## src/rtl/led_share_arbiter.sv

```systemverilog
// Round-robin, time-sliced sharing of the 4-bit LED bank between NREQ status sources.
// A walking-one idle pattern is shown whenever nobody is requesting.
//
// state  | meaning
// -------+--------------------------------------------------------------
// S_IDLE | no owner; LED shows the walking-one pattern, rotating per tick
// S_OWN  | source 'owner' drives LED for up to SLOT_TICKS ticks
module led_share_arbiter #(
  parameter int DELAY      = 24000000,
  parameter int NREQ       = 3,
  parameter int SLOT_TICKS = 4
) (
  input  logic                CLOCK_48,
  input  logic                RESET,
  input  logic [NREQ-1:0]     REQ,
  input  logic [4*NREQ-1:0]   PATTERN,
  input  logic [NREQ-1:0]     BLINK,
  output logic [NREQ-1:0]     GRANT,
  output logic [3:0]          LED,
  output logic                TICK
);

  localparam int PW = (NREQ > 1) ? $clog2(NREQ) : 1;
  localparam int SW = (SLOT_TICKS > 0) ? $clog2(SLOT_TICKS + 1) : 1;

  typedef enum logic {S_IDLE, S_OWN} state_t;

  state_t          state, state_nx;
  logic [24:0]     cnt;
  logic [3:0]      walk, walk_nx;
  logic [PW-1:0]   ptr, ptr_nx;
  logic [PW-1:0]   owner, owner_nx;
  logic [SW-1:0]   slot, slot_nx;
  logic            phase, phase_nx;

  logic [NREQ-1:0] owner_oh;
  logic [3:0]      own_pat;
  logic            own_blink;
  logic            own_req;
  logic            rel_a, rel_b;
  logic [PW-1:0]   ptr_inc;
  logic [NREQ-1:0] cand;
  logic [PW:0]     sel;

  // Lowest offset from 'start' (wrapping mod NREQ) wins; MSB of result flags a hit.
  function automatic logic [PW:0] pick(input logic [NREQ-1:0] req_v,
                                       input logic [PW-1:0]   start);
    logic [PW:0] res;
    logic [PW:0] idx;
    res = '0;
    for (int k = NREQ - 1; k >= 0; k--) begin
      idx = {1'b0, start} + (PW+1)'(k);
      if (idx >= (PW+1)'(NREQ))
        idx = idx - (PW+1)'(NREQ);
      if (req_v[idx[PW-1:0]])
        res = {1'b1, idx[PW-1:0]};
    end
    return res;
  endfunction

  assign TICK = (cnt == 25'(DELAY));

  // Free-running prescaler, independent of grant changes
  always_ff @(posedge CLOCK_48) begin
    if (RESET)
      cnt <= '0;
    else if (TICK)
      cnt <= '0;
    else
      cnt <= cnt + 25'd1;
  end

  always_ff @(posedge CLOCK_48) begin
    if (RESET) begin
      state <= S_IDLE;
      walk  <= 4'b0001;
      ptr   <= '0;
      owner <= '0;
      slot  <= '0;
      phase <= 1'b1;
    end else begin
      state <= state_nx;
      walk  <= walk_nx;
      ptr   <= ptr_nx;
      owner <= owner_nx;
      slot  <= slot_nx;
      phase <= phase_nx;
    end
  end

  always_comb begin
    own_pat   = '0;
    own_blink = 1'b0;
    own_req   = 1'b0;
    for (int i = 0; i < NREQ; i++) begin
      if (owner == PW'(i)) begin
        own_pat   = PATTERN[4*i +: 4];
        own_blink = BLINK[i];
        own_req   = REQ[i];
      end
    end
  end

  assign owner_oh = NREQ'(1) << owner;
  assign ptr_inc  = (owner == PW'(NREQ - 1)) ? '0 : owner + PW'(1);
  assign rel_a    = ~own_req;
  assign rel_b    = TICK && (slot == SW'(SLOT_TICKS - 1));

  always_comb begin
    state_nx = state;
    walk_nx  = walk;
    ptr_nx   = ptr;
    owner_nx = owner;
    slot_nx  = slot;
    phase_nx = phase;
    cand     = '0;
    sel      = '0;
    GRANT    = '0;
    LED      = walk;

    case (state)
      S_IDLE: begin
        if (TICK)
          walk_nx = {walk[2:0], walk[3]};
        if (|REQ) begin
          sel      = pick(REQ, ptr);
          state_nx = S_OWN;
          owner_nx = sel[PW-1:0];
          slot_nx  = '0;
          phase_nx = 1'b1;
        end
      end

      S_OWN: begin
        GRANT = owner_oh;
        LED   = own_blink ? (own_pat & {4{phase}}) : own_pat;
        if (rel_a || rel_b) begin
          // A sole requester whose slot merely expired stays a candidate
          ptr_nx = ptr_inc;
          cand   = rel_a ? (REQ & ~owner_oh) : REQ;
          sel    = pick(cand, ptr_inc);
          if (sel[PW]) begin
            owner_nx = sel[PW-1:0];
            slot_nx  = '0;
            phase_nx = 1'b1;
          end else begin
            state_nx = S_IDLE;
          end
        end else if (TICK) begin
          phase_nx = ~phase;
          slot_nx  = slot + SW'(1);
        end
      end

      default: state_nx = S_IDLE;
    endcase
  end

endmodule

```

## config.mk

```make
export PLATFORM = sky130hd
export DESIGN_NAME = led_share_arbiter
export DESIGN_NICKNAME = d
export VERILOG_FILES = /design/src/rtl/led_share_arbiter.sv
export SDC_FILE = /design/constraint.sdc
export NUM_CORES = 1
export LEC_CHECK = 0
export ABC_AREA = 1
export CELL_PAD_IN_SITES_DETAIL_PLACEMENT = 1
export CELL_PAD_IN_SITES_GLOBAL_PLACEMENT = 1
export CORE_MARGIN = 2
export CORE_UTILIZATION = 45
export DETAILED_ROUTE_END_ITERATION = 8
export DONT_BUFFER_PORTS = 1
export PLACE_DENSITY_LB_ADDON = 0.1
export SLEW_MARGIN = 0
export SYNTH_ARGS = -nofsm -noshare
export SYNTH_HDL_FRONTEND = slang
export SYNTH_SLANG_ARGS = --single-unit
```

## constraint.sdc

```tcl
create_clock -name CLOCK_48 -period 1.87 [get_ports CLOCK_48]
set_clock_uncertainty 0.2 [all_clocks]
set_input_delay 0.374 -clock CLOCK_48 [delete_from_list [all_inputs] [get_ports CLOCK_48]]
set_output_delay 0.374 -clock CLOCK_48 [all_outputs]
set_load 0.005 [all_outputs]
```

# == Word-level counts from Yosys, hierarchy flattened ==
# Cells that the tools add are included.
# classes
bitwise_logic,6
reduce_logical,9
muxes,70
n_shift,1
n_eq_ne,9
magnitude_cmp,12
addsub,13
# ops
op,count
$mux W2,25
$mux W3,11
$add A25 B1 Y25 const B,1
$eq A25 B25 Y1 const B,1
$mux W4,5
$mux W1,19
$lt A2 B3 Y1 const B,6
$bmux W1 S2,6
$ge A3 B2 Y1 const B,4
$sub A2 B2 Y2 const B,6
$add A2 B1 Y3 const B,2
$add A2 B2 Y3 const B,2
$ne A3 B2 Y1 const B,2
$pmux W3 S2,1
$reduce_and A3 Y1,2
$and A4 B4 Y4,1
$ge A2 B2 Y1 const B,2
$ne A2 B1 Y1 const B,2
$pmux W1 S2,2
$pmux W2 S2,1
$reduce_and A2 Y1,2
$add A3 B1 Y3 const B,1
$and A3 B3 Y3,1
$eq A3 B2 Y1 const B,1
12 further kinds,14
# word_totals
reg_bits,38
wordCells,127
output_inout_bits,8
input_bits,20

# == Logic depth before layout (Yosys ltp) ==
# logic_depth
word_depth,18
depth_mapped,13
ltp_nobuf,13

# == Worst setup path after synthesis ==
# No wires, ideal clock.
# synth_path
path_kind,flip-flop to output port
startpoint,reg owner[1]
endpoint,out LED[0]
slack_ns,0.087
stages_incl_launch_ff,8
required_time_ns,1.296
path_buffers,0
arrival_time_ns,1.209
cell_sequence,dfxtp_1 -> inv_2 -> nor2_2 -> inv_1 -> or2_2 -> nand3b_1 -> nand2_1 -> o22ai_1
# synth_via
elab_chain_len,7
word_cells_on_any_way,12
cone_classes,eq/ne (2); mux (8); bitwise (1); reduce/logical (1)
# synth_rtl
item,line,source
start: declaration,32,"logic [PW-1:0] owner, owner_nx;"
start signal: assignment,85,owner <= owner_nx;
$logic_not A2 Y1,96,if (owner == PW'(i)) begin
$mux W4 (3 in a row),96,
$and A4 B4 Y4,136,LED = own_blink ? (own_pat & {4{phase}}) : own_pat;
$mux W4 *,136,
$mux W4 *,121,case (state)
end: declaration,19,"output logic [3:0] LED,"
# Mark *: on every way between the ends. The rest lies on a longest branch, timed or not.

# == Worst setup path in the final report ==
# Ends and elaborated chain as after synthesis.

==> metrics <==
outcome complete, but fails checks; failing checks setup timing; PD cells 731 mW/mm^2; R2R Path End cnt[20]; Top Ports 28; vias in the first global route 2835; Die X 77.6 um; Synth Area in Compound Gates 0.133; Final WS setup -0.209 ns; relative slew slack 0.726; layout cell share with drive strength beyond 1 0.340; Max FO, Critical Path 4; largest cells by area after synthesis dfxtp_1 (31%), nand2_1 (13%), nor2_1 (9.9%); hold path endpoint owner[1]; Setup crit start kind register; combinational family with the most area after synthesis simple AND/OR/NAND/NOR gates; total track usage 0.293; post-route ant nets 0; Yosys top cell by area dfxtp_1; DRC viols 0; FFs w/ async S/R, synth 0; via count 2980; Die ar. 0.00602 mm^2; CTS tree done; Synth Area in XOR/XNOR 0.0287; Hold Crit Depth 4; WHS 0.165 ns; Data required, critical path 1.30 ns; root buffer cell clkbuf_8; first-pass GRT wire length 14.0 mm; die height 77.6 um; Simple-Gate Fraction of Synth Area 0.383; # H-tree levels 2; Synth Area in Adders 0.0410; part of the power in combinational logic 0.257; Worst Reg2Reg Path Length in Cells 9; GR Overflow Total 0; worst slack at placement -0.00372 ns; Leak Pwr 1.40 nW; Internal 1.66 mW; Finished Core Util 0.642; mux share of post-synthesis cell area 0; Max Clk Rate 0.481 GHz; Avg Synthesized Cell Area 6.49 um^2; final wirelength 10.9 mm; post-synthesis register bit count 38; Num CTS Buffers 5; largest net degree at the start of global routing 13; crit path kind register to output pin; top_reg_cell synth dfxtp_1; n_diodes 0; Crit. End Element output pin; hold_sp REQ[2]; worst slew pin tran 0.410 ns; Post-synth EDFFs 0; Synth Warn # 0; IO Port Bufs 0; minimum clock period 2.08 ns; register area share after synthesis 0.312; max-slew violations 0; flop2flop setup slack -0.15 ns; HPWL after detailed placement 5.73 mm; Reg clk slew, reported paths 0.09 ns; Worst EP arrival 1.50 ns; Synth top area share 0.312; Starting Density 0.471; syn nets 404; placer's final routability congestion estimate 0.855; Post-synth top cells nand2_1 (83), nor2_1 (64), inv_1 (52), dfxtp_1 (38), a21oi_1 (20); Hold Path Class input pin to register; Peak supply drop 0.438 mV; Netlist cell types 37; worst skew pair latency 0.31 ns; crit share post-route 1.11; drt wl/cell 22.1 um; Pre-antenna DRT Iters 4; Clock power frac 0.380; Core Region 0.00517 mm^2; # clock sinks 38; Synth Instances 376; final-report setup violation count 16; Final Hold Vio Count 0; Clock Tree Buf Depth 2; maxcap violations 0; First DRT Iteration DRCs 268; RSZ-0062 raised after global routing yes; num rows 26; most numerous cell in the Yosys netlist nand2_1; Post-Syn Area 0.00244 mm^2; Flop pwr share 0.363; sw frac 0.318; r2r startpoint cnt[1]; Via density 6.07; initial antenna violation count 0; Nets 448; Synth-to-Final Area Change 36.2%; Switch Pwr 0.772 mW
layer usage:
metal | track usage | routed length (um) | vias up
met1 | 0.362 | 4090 | 1461
met4 | 0.0911 | 514 | 0
met3 | 0.0488 | 652 | 52
met5 | 0 | 0 | -
met2 | 0.518 | 5600 | 164
li1 | - | - | 1303
worst max path at each step:
stage / from / endpoint / slack, ns / cells past startpoint
after floorplan: owner[1] / LED[0] / 0.09 / 7
after global placement: cnt[0] / cnt[14] / 0.05 / 7
after detailed placement: cnt[1] / cnt[20] / -0.004 / 8
after CTS: owner[1] / LED[2] / -0.15 / 7
after global routing: owner[1] / LED[2] / -0.27 / 6
final: owner[1] / LED[0] / -0.21 / 9
registers in the layout, summed over array words and instances (netlist names):
| signal | cells |
|---|---|
| ptr | 2 |
| walk | 4 |
| state | 1 |
| owner | 2 |
| slot | 3 |
| cnt | 25 |
| phase | 1 |
final cells by class:
type,instances,area (um^2)
well taps,70,87.6
multi-input cells,277,1750
inverters,57,219
repair buffers,41,333
clock buffers,6,82.6
flip-flops and latches,38,792
fillers,656,1850
clock inverters,2,60.1
metrics by stage:
step	instances	power, mW	TNS (ns)	area, um^2
floorplan	376	1.19	0	2440
global placement	467	1.31	0	2680
detailed placement	467	1.33	-0.00372	2680
CTS	483	2.28	-0.680	3010
global route	491	2.50	-2.63	3320
finish	491	2.43	-1.45	3320
worst max-delay path, cell delays in order, from the launching register on:
cell	delay [ns]
dfxtp_4	0.39
inv_4	0.05
buf_6	0.11
nand2_2	0.06
nand2_1	0.05
o21ai_1	0.09
inv_1	0.07
nand3b_1	0.14
nand2_2	0.10
o22ai_2	0.12
timing repair:
item                                    in CTS  in global routing
hold buffers                                 1                  0
endpoints found under the hold margin        4                  0
endpoints found under the setup margin      35                 35
setup buffers                                7                  9
pin swaps                                   13                 25
resized for setup                           38                 79
cloned                                       0                  0
power groups by stage:
stage	clock network (mW)	logic, mW	registers, mW
3_3_place_gp	0	0.423	0.885
2_1_floorplan	0	0.307	0.883
3_5_place_dp	0	0.440	0.888
5_1_grt	0.948	0.672	0.883
4_1_cts	0.908	0.502	0.871
6_report	0.924	0.624	0.880
logic make-up after synthesis:
logic type	after synthesis
adder cells (fa/ha/maj)	8
AND/OR/NAND/NOR	209
flip-flops	38
buffers and inverters	61
AO/OA/AOI/OAI	52
XOR/XNOR	8
cell usage in the layout, fill, tap and decap left out, types with 2 or more instances in the layout:
cell / synthesis / routed
a211oi_2: 0 / 2
a21oi_1: 20 / 20
a22o_1: 4 / 4
and3_1: 3 / 3
buf_4: 1 / 34
buf_6: 2 / 6
bufinv_16: 0 / 2
clkbuf_8: 0 / 6
clkinv_1: 2 / 2
dfxtp_1: 38 / 21
dfxtp_2: 0 / 13
dfxtp_4: 0 / 4
ha_1: 8 / 5
ha_4: 0 / 3
inv_1: 52 / 39
inv_2: 3 / 14
inv_4: 0 / 2
nand2_1: 83 / 74
nand2_2: 5 / 7
nand2_4: 0 / 7
nand3_1: 15 / 12
nand3_4: 0 / 5
nand4_1: 12 / 12
nor2_1: 64 / 51
nor2_2: 4 / 11
nor2_4: 2 / 8
nor3_1: 9 / 3
nor3_2: 0 / 4
nor3_4: 0 / 2
nor4_4: 0 / 2
o21a_1: 2 / 2
o21ai_0: 13 / 5
o21ai_1: 1 / 8
o22ai_1: 4 / 2
o22ai_2: 0 / 2
or2_2: 4 / 3
xor2_1: 7 / 7
(Power assumes the default switching activity.)
